--- src/rtl/vn_ib_ram_loader_if.sv ---
// vn_ib_ram_loader_if
//   Bundles the load-control, ROM read and RAM write signals of the VN
//   IB-RAM page loader.
//
//   Request/response handshake: load_start is a one-cycle request that is
//   accepted only when load_busy is low. load_busy acts as the inverse of
//   ready. An accepted request produces either one load_done pulse, or a
//   silent return to idle on load_abort. A request with load_iter out of
//   range is dropped and answered by one load_err pulse.
//
//   Modports:
//     master : request side; also drives rom_dout as the ROM model/bank.
//     slave  : the loader itself.
//   dbg_state exposes the loader FSM state (0 = IDLE, 1 = FETCH,
//   2 = DRAIN, 3 = DONE).
interface vn_ib_ram_loader_if #(
  parameter int CH_NUM       = 2,
  parameter int ROM_RD_BW    = 8,
  parameter int ROM_ADDR_BW  = 11,
  parameter int PAGE_ADDR_BW = 6,
  parameter int ITER_ADDR_BW = 5
);
  logic                           load_start;
  logic [ITER_ADDR_BW-1:0]        load_iter;
  logic                           load_abort;
  logic                           load_busy;
  logic                           load_done;
  logic                           load_err;
  logic                           iter_switch;
  logic                           rom_rd_en;
  logic [ROM_ADDR_BW-1:0]         rom_read_addr;
  logic [CH_NUM*ROM_RD_BW-1:0]    rom_dout;
  logic                           ram_we;
  logic [PAGE_ADDR_BW-1:0]        ram_waddr;
  logic [CH_NUM*ROM_RD_BW-1:0]    ram_din;
  logic [1:0]                     dbg_state;

  modport master (
    output load_start, load_iter, load_abort, rom_dout,
    input  load_busy, load_done, load_err, iter_switch, rom_rd_en,
           rom_read_addr, ram_we, ram_waddr, ram_din, dbg_state
  );

  modport slave (
    input  load_start, load_iter, load_abort, rom_dout,
    output load_busy, load_done, load_err, iter_switch, rom_rd_en,
           rom_read_addr, ram_we, ram_waddr, ram_din, dbg_state
  );
endinterface

--- src/rtl/vn_ib_ram_loader.sv ---
// vn_ib_ram_loader
//   Streams one iteration's page set (PAGE_NUM words) from the IB-ROMs into
//   the VN IB-RAMs for CH_NUM channels in lock-step. The module absorbs the
//   ROM read latency, tracks the Iter0_24 / Iter25_49 group switch and
//   supports abort.
//
// Ports
//   write_clk : clock, rising edge
//   rstn      : asynchronous active-low reset
//   bus       : vn_ib_ram_loader_if.slave
//               (load control, ROM read port, RAM write port, dbg_state)
module vn_ib_ram_loader #(
  parameter int CH_NUM       = 2,
  parameter int ROM_RD_BW    = 8,
  parameter int ROM_ADDR_BW  = 11,
  parameter int PAGE_ADDR_BW = 6,
  parameter int ITER_ADDR_BW = 5,
  parameter int PAGE_NUM     = 64,
  parameter int ITER_MAX     = 25,
  parameter int ROM_LATENCY  = 1
) (
  input logic               write_clk,
  input logic               rstn,
  vn_ib_ram_loader_if.slave bus
);

  typedef enum logic [1:0] {
    S_IDLE  = 2'd0,
    S_FETCH = 2'd1,
    S_DRAIN = 2'd2,
    S_DONE  = 2'd3
  } state_t;

  localparam logic [31:0]             LP_ITER_MAX  = 32'(ITER_MAX);
  localparam logic [ITER_ADDR_BW-1:0] LP_ITER_LAST = ITER_ADDR_BW'(ITER_MAX - 1);
  localparam logic [PAGE_ADDR_BW-1:0] LP_PAGE_LAST = PAGE_ADDR_BW'(PAGE_NUM - 1);

  state_t                       r_state;
  state_t                       w_next;
  logic [ITER_ADDR_BW-1:0]      r_iter;
  logic [ROM_ADDR_BW-1:0]       r_addr;
  logic [PAGE_ADDR_BW-1:0]      r_page;
  logic [ROM_LATENCY-1:0]       r_vld;
  logic [PAGE_ADDR_BW-1:0]      r_pa [ROM_LATENCY];
  logic                         r_we;
  logic [PAGE_ADDR_BW-1:0]      r_waddr;
  logic [CH_NUM*ROM_RD_BW-1:0]  r_din;
  logic                         r_err;
  logic                         r_sw;

  logic w_kill;
  logic w_iter_ok;
  logic w_accept;
  logic w_last_page;
  logic w_rd_en;

  // Abort only has meaning while a load is in flight; in IDLE it just
  // suppresses a same-cycle request.
  assign w_kill      = bus.load_abort && (r_state != S_IDLE);
  assign w_iter_ok   = (32'(bus.load_iter) < LP_ITER_MAX);
  assign w_accept    = (r_state == S_IDLE) && bus.load_start && !bus.load_abort && w_iter_ok;
  assign w_last_page = (r_page == LP_PAGE_LAST);
  assign w_rd_en     = (r_state == S_FETCH);

  always_ff @(posedge write_clk or negedge rstn) begin
    if (!rstn) r_state <= S_IDLE;
    else       r_state <= w_next;
  end

  always_comb begin
    w_next = r_state;
    if (w_kill) begin
      w_next = S_IDLE;
    end else begin
      case (r_state)
        S_IDLE:  if (w_accept)    w_next = S_FETCH;
        S_FETCH: if (w_last_page) w_next = S_DRAIN;
        // Empty valid pipe means the last RAM write is on the bus this cycle.
        S_DRAIN: if (r_vld == '0) w_next = S_DONE;
        S_DONE:  w_next = S_IDLE;
        default: w_next = S_IDLE;
      endcase
    end
  end

  always_ff @(posedge write_clk or negedge rstn) begin
    if (!rstn) begin
      r_iter  <= '0;
      r_addr  <= '0;
      r_page  <= '0;
      r_vld   <= '0;
      for (int i = 0; i < ROM_LATENCY; i++) r_pa[i] <= '0;
      r_we    <= 1'b0;
      r_waddr <= '0;
      r_din   <= '0;
      r_err   <= 1'b0;
      r_sw    <= 1'b0;
    end else begin
      r_err <= (r_state == S_IDLE) && bus.load_start && !bus.load_abort && !w_iter_ok;

      if (w_accept) begin
        r_iter <= bus.load_iter;
        r_addr <= ROM_ADDR_BW'({bus.load_iter, {PAGE_ADDR_BW{1'b0}}});
        r_page <= '0;
      end else if (w_rd_en && !w_kill && !w_last_page) begin
        // Counters stop on the last page so the address never runs into
        // the next iteration's field.
        r_addr <= r_addr + ROM_ADDR_BW'(1);
        r_page <= r_page + PAGE_ADDR_BW'(1);
      end

      // Valid/page-address shift register mirrors the ROM read latency.
      if (w_kill) begin
        r_vld <= '0;
        r_we  <= 1'b0;
      end else begin
        r_vld[0] <= w_rd_en;
        r_pa[0]  <= r_page;
        for (int i = 1; i < ROM_LATENCY; i++) begin
          r_vld[i] <= r_vld[i-1];
          r_pa[i]  <= r_pa[i-1];
        end
        r_we <= r_vld[ROM_LATENCY-1];
        if (r_vld[ROM_LATENCY-1]) begin
          r_din   <= bus.rom_dout;
          r_waddr <= r_pa[ROM_LATENCY-1];
        end
      end

      // The last iteration of a group hands over to the other ROM group.
      if ((r_state == S_DONE) && !w_kill && (r_iter == LP_ITER_LAST)) r_sw <= ~r_sw;
    end
  end

  assign bus.load_busy     = (r_state != S_IDLE);
  assign bus.load_done     = (r_state == S_DONE);
  assign bus.load_err      = r_err;
  assign bus.iter_switch   = r_sw;
  assign bus.rom_rd_en     = w_rd_en;
  assign bus.rom_read_addr = r_addr;
  assign bus.ram_we        = r_we;
  assign bus.ram_waddr     = r_waddr;
  assign bus.ram_din       = r_din;
  assign bus.dbg_state     = r_state;

endmodule

--- src/flat_wrapper.sv ---
// flat-port wrapper written by rule: the top's interface ports become plain ports
module vn_ib_ram_loader_flat 
#(
  parameter int CH_NUM       = 2,
  parameter int ROM_RD_BW    = 8,
  parameter int ROM_ADDR_BW  = 11,
  parameter int PAGE_ADDR_BW = 6,
  parameter int ITER_ADDR_BW = 5,
  parameter int PAGE_NUM     = 64,
  parameter int ITER_MAX     = 25,
  parameter int ROM_LATENCY  = 1
)
  (write_clk, rstn, bus_load_start, bus_load_iter, bus_load_abort, bus_rom_dout, bus_load_busy, bus_load_done, bus_load_err, bus_iter_switch, bus_rom_rd_en, bus_rom_read_addr, bus_ram_we, bus_ram_waddr, bus_ram_din, bus_dbg_state);
  vn_ib_ram_loader_if #(.CH_NUM(CH_NUM), .ROM_RD_BW(ROM_RD_BW), .ROM_ADDR_BW(ROM_ADDR_BW), .PAGE_ADDR_BW(PAGE_ADDR_BW), .ITER_ADDR_BW(ITER_ADDR_BW)) bus_i ();
  input logic write_clk;
  input logic rstn;
  input wire logic [$bits(bus_i.load_start)-1:0] bus_load_start;
  input wire logic [$bits(bus_i.load_iter)-1:0] bus_load_iter;
  input wire logic [$bits(bus_i.load_abort)-1:0] bus_load_abort;
  input wire logic [$bits(bus_i.rom_dout)-1:0] bus_rom_dout;
  output wire logic [$bits(bus_i.load_busy)-1:0] bus_load_busy;
  output wire logic [$bits(bus_i.load_done)-1:0] bus_load_done;
  output wire logic [$bits(bus_i.load_err)-1:0] bus_load_err;
  output wire logic [$bits(bus_i.iter_switch)-1:0] bus_iter_switch;
  output wire logic [$bits(bus_i.rom_rd_en)-1:0] bus_rom_rd_en;
  output wire logic [$bits(bus_i.rom_read_addr)-1:0] bus_rom_read_addr;
  output wire logic [$bits(bus_i.ram_we)-1:0] bus_ram_we;
  output wire logic [$bits(bus_i.ram_waddr)-1:0] bus_ram_waddr;
  output wire logic [$bits(bus_i.ram_din)-1:0] bus_ram_din;
  output wire logic [$bits(bus_i.dbg_state)-1:0] bus_dbg_state;
  assign bus_i.load_start = bus_load_start;
  assign bus_i.load_iter = bus_load_iter;
  assign bus_i.load_abort = bus_load_abort;
  assign bus_i.rom_dout = bus_rom_dout;
  assign bus_load_busy = bus_i.load_busy;
  assign bus_load_done = bus_i.load_done;
  assign bus_load_err = bus_i.load_err;
  assign bus_iter_switch = bus_i.iter_switch;
  assign bus_rom_rd_en = bus_i.rom_rd_en;
  assign bus_rom_read_addr = bus_i.rom_read_addr;
  assign bus_ram_we = bus_i.ram_we;
  assign bus_ram_waddr = bus_i.ram_waddr;
  assign bus_ram_din = bus_i.ram_din;
  assign bus_dbg_state = bus_i.dbg_state;
  vn_ib_ram_loader #(.CH_NUM(CH_NUM), .ROM_RD_BW(ROM_RD_BW), .ROM_ADDR_BW(ROM_ADDR_BW), .PAGE_ADDR_BW(PAGE_ADDR_BW), .ITER_ADDR_BW(ITER_ADDR_BW), .PAGE_NUM(PAGE_NUM), .ITER_MAX(ITER_MAX), .ROM_LATENCY(ROM_LATENCY)) u_core (.write_clk(write_clk), .rstn(rstn), .bus(bus_i));
endmodule
--- config.mk ---
export PLATFORM = sky130hd
export DESIGN_NAME = vn_ib_ram_loader_flat
export DESIGN_NICKNAME = d
export VERILOG_FILES = /design/src/rtl/vn_ib_ram_loader_if.sv /design/src/rtl/vn_ib_ram_loader.sv /design/src/flat_wrapper.sv
export SDC_FILE = /design/constraint.sdc
export NUM_CORES = 1
export LEC_CHECK = 0
export BUFFER_PORTS_ARGS = -buffer_cell sky130_fd_sc_hd__buf_2
export CORE_ASPECT_RATIO = 1.5
export CORE_MARGIN = 5
export CORE_UTILIZATION = 30
export DETAILED_ROUTE_END_ITERATION = 10
export PLACE_DENSITY = 0.53
export SETUP_SLACK_MARGIN = 0.4
export SLEW_MARGIN = 20
export SYNTH_ARGS = -nofsm -noshare
export SYNTH_HDL_FRONTEND = slang
export SYNTH_SLANG_ARGS = --single-unit
--- constraint.sdc ---
create_clock -name write_clk -period 2 [get_ports write_clk]
set_clock_uncertainty 0.05 [all_clocks]
set_input_delay 0 -clock write_clk [delete_from_list [all_inputs] [get_ports write_clk]]
set_output_delay 0 -clock write_clk [all_outputs]
set_load 0.01 [all_outputs]
==> impl_results.rst <==
.. list-table::
   :header-rows: 1

   * - Metric
     - Value
   * - Clock tree sinks
     - 56
   * - Final worst-path cycle share
     - 84.7%
   * - Post-synthesis cell type with the largest combined area
     - dfrtp_1
   * - Number of global-route vias before repair
     - 2104
   * - Post-synth cell types
     - 38
   * - Number of iterations in the first detailed-routing pass
     - 4
   * - TritonCTS clock tree
     - built
   * - Startpoint of the most critical register-to-register path
     - u_core.bus.dbg_state[0]
   * - Detailed placement HPWL
     - 4100 microns
   * - Number of setup violations in the final report
     - 0
   * - Synthesized cell area
     - 0.00250 sq mm
   * - Post-Synthesis Net Count
     - 241
   * - Number of antenna violations at the first check in global routing
     - 0
   * - Remaining max-slew budget at the tightest pin
     - 60.8%
   * - Cell count after synthesis
     - 210
   * - Shortest clock period the worst path allows after layout
     - 1690 ps
   * - Largest net degree at the start of global routing
     - 35
   * - Hold path cells
     - 3
   * - R2R setup slack
     - 310 ps
   * - End of the worst register-to-register path
     - u_core.bus.ram_din[9]
   * - Area growth from synthesis to layout
     - 51.0%
   * - Largest stage delay, worst path
     - 390 ps
   * - Sequential fraction of the synthesis area
     - 56.0%
   * - Final hold slack
     - 39.9 ps
   * - Depth of the worst register-to-register path
     - 6
   * - Placeable core region
     - 0.00806 sq mm
   * - Overall die area
     - 0.0103 sq mm
   * - Result of the run
     - completed
   * - Layout Nets
     - 360
   * - Worst min path class
     - in -> reg
   * - Maximum fanout along the worst path
     - 12
   * - Count of input and output buffers
     - 65
   * - Power per cell area
     - 1390 mW/mm^2
   * - Die width
     - 84.6 microns
   * - Later-pin clock latency in the skew report
     - 290 ps
   * - Number of diodes
     - 0
   * - Worst setup EP type
     - flop
   * - Share of cells above drive strength 1
     - 51.2%
   * - Post-synthesis sequential element count
     - 56
   * - Mean Syn Cell Area
     - 11.9 sq um
   * - Setup repair after global routing missed its margin
     - yes
   * - Fmax achieved
     - 590 MHz
   * - Number of vias in the routed layout
     - 2067
   * - Number of maximum-capacitance violations
     - 0
   * - Wire length per cell after detailed routing
     - 15.0 microns
   * - Wire length of the first global-routing pass
     - 10300 microns
   * - Biggest area contributors in the synthesized netlist
     - dfrtp_1, mux2_2, nand2_1
   * - Most common library cell in the layout ignoring fill and taps
     - buf_2
   * - Sum Neg Setup Slack
     - 0 ps
   * - Filler Cell Count
     - 753
   * - FP Rows
     - 40
   * - Clock root cell
     - clkbuf_16
   * - Prevailing post-synth register cell
     - dfrtp_1
   * - Proportion of register bits with asynchronous set or reset after synthesis
     - 100%
   * - Worst slew pin tran
     - 588 ps
   * - Worst supply voltage drop on vdd
     - 0.703 mV
   * - Max Root-Sink Buffers
     - 2
   * - Endpoint required time on the critical path
     - 2130 ps
   * - IO Count
     - 66
   * - Worst Hold Endpoint
     - u_core.bus.dbg_state[0]
   * - Final antenna-violating net count
     - 0
   * - Slowest cell on the critical path
     - dfrtp_1
   * - Number of H-tree branching levels
     - 2
   * - Global route overflow
     - 0
   * - Final Hold Vio Count
     - 0
   * - Origin of the worst min-delay path
     - bus_load_abort
   * - Total routing resource utilization after global routing
     - 12.4%
   * - Number of design rule violations left after detail routing
     - 0
   * - Critical Path Source Type
     - flop
   * - Routed wire length
     - 6510 microns
   * - Fraction of post-synthesis cell area in the top cell type by area
     - 56.0%
   * - 1st-iter DRT viols
     - 59
   * - Type of the worst setup path
     - reg -> reg
   * - Max Transition Viols Final
     - 0
   * - Area taken by flip-flops and latches
     - 0.00140 sq mm
   * - Die height
     - 122 microns
   * - Cell-by-cell trace of the critical path
     - inv_2 > ha_4 > nand2b_4 > and2_4 > buf_12 > mux2_2
   * - Count of flip-flops with a built-in enable after synthesis
     - 0
   * - Vias per cell
     - 4.75
   * - Leakage
     - 1.76 nW
   * - Starting Density
     - 31.0%
   * - Highest-count cells in the layout ignoring fill and taps
     - buf_2, dfrtp_1, mux2_2, buf_4
   * - Worst-path clk slew
     - 70 ps
   * - Multi-input logic area
     - 0.00119 sq mm
   * - Clock buffers created by TritonCTS
     - 5
   * - Worst endpoint data arrival time
     - 1820 ps
   * - Placer's final routability congestion estimate
     - 0.874
   * - Yosys Warn Count
     - 0
==> final cells by class <==
cell class | count | area share (%)
Clock buffer | 6 | 3.68
Clock inverter | 2 | 0.397
Tap cell | 105 | 3.48
Timing Repair Buffer | 121 | 23.2
Multi-Input combinational cell | 138 | 31.4
Sequential cell | 56 | 37.2
Inverter | 7 | 0.696
==> through the flow <==
stage          utilization, %  instances  instance area (sq um)  setup slack (ps)  total power [W]
2_1_floorplan               -        210                   2530               142          0.00304
3_3_place_gp             37.2        380                   3000               102          0.00366
3_5_place_dp             37.2        380                   3000              34.1          0.00369
4_1_cts                  45.3        430                   3650               309          0.00514
5_1_grt                  46.9        435                   3780               243          0.00557
6_report                 46.9        435                   3780               306          0.00524
==> worst max-delay path, delay by kind of cell (launching register included) <==
| kind | cells | cell delay (ps) |
|---|---|---|
| and+or+nand+nor | 2 | 400 |
| adders and majority gates | 1 | 150 |
| DFF | 1 | 390 |
| buffers and inverters | 2 | 250 |
| muxes | 1 | 330 |
==> power by group <==
group	switching [W]	total, W	leakage [nW]	internal, W
Clock	0.000418	0.000917	0.0691	0.000500
Combinational	0.00112	0.00246	0.988	0.00135
Sequential	0.000286	0.00186	0.704	0.00157
==> flip-flops by register name, summed over array words and instances, names as in the netlist <==
name	flops
u_core.bus.dbg_state	2
u_core.bus.iter_switch	1
u_core.bus.load_err	1
u_core.bus.ram_din	16
u_core.bus.ram_waddr	6
u_core.bus.ram_we	1
u_core.bus.rom_read_addr	11
u_core.r_iter	5
u_core.r_pa	6
u_core.r_page	6
u_core.r_vld	1
==> routing by layer <==
metal / vias up / global-route usage (%) / wire length (microns) / share of wire (%)
li1: 997 / - / - / -
met1: 1013 / 14.8 / 2690 / 41
met2: 50 / 22.2 / 3470 / 53
met3: 7 / 2.50 / 255 / 3.9
met4: 0 / 4.26 / 95 / 1.5
met5: - / 0 / 0 / 0
==> timing repair <==
item	4_1_cts	5_1_grt
gates cloned	2	0
endpoints found under the setup margin	41	47
pin swaps	19	11
gates resized for setup	22	26
hold endpoints to repair	49	0
hold buffers	22	0
setup buffers	18	5
==> cell usage after synthesis, drive strengths merged (3+ instances only) <==
library cell	instances
buf	9
o31ai	6
xnor2	3
mux2	28
dfrtp	56
o21ai	6
inv	7
or3	4
a31oi	4
ha	6
nor2	7
a21oi	11
nand2	24
nand4	4
nand3	9
and2	3
or4	6
==> worst max-delay path by stage <==
stage,start,end,slack (ps),cells past startpoint
final,u_core.bus.dbg_state[0],u_core.bus.ram_din[9],310,6
after global routing,u_core.bus.dbg_state[1],u_core.bus.dbg_state[1],240,7
after CTS,u_core.bus.dbg_state[0],u_core.bus.dbg_state[1],310,7
after detailed placement,u_core.bus.dbg_state[0],u_core.bus.rom_read_addr[9],30,6
after global placement,u_core.bus.dbg_state[0],u_core.bus.rom_read_addr[10],100,6
after floorplan,u_core.bus.dbg_state[1],u_core.bus.dbg_state[1],140,8
==> kinds of logic after synthesis <==
group	after synthesis	share of synthesized area [%]
AND/OR/NAND/NOR	65	13.9
adder cells (fa/ha/maj)	6	3.00
AO/OA/AOI/OAI	34	9.60
flip-flops	56	56.0
XOR/XNOR	4	1.40
multiplexers	28	12.6
buffers and inverters	17	3.45
(Power assumes the default switching activity.)
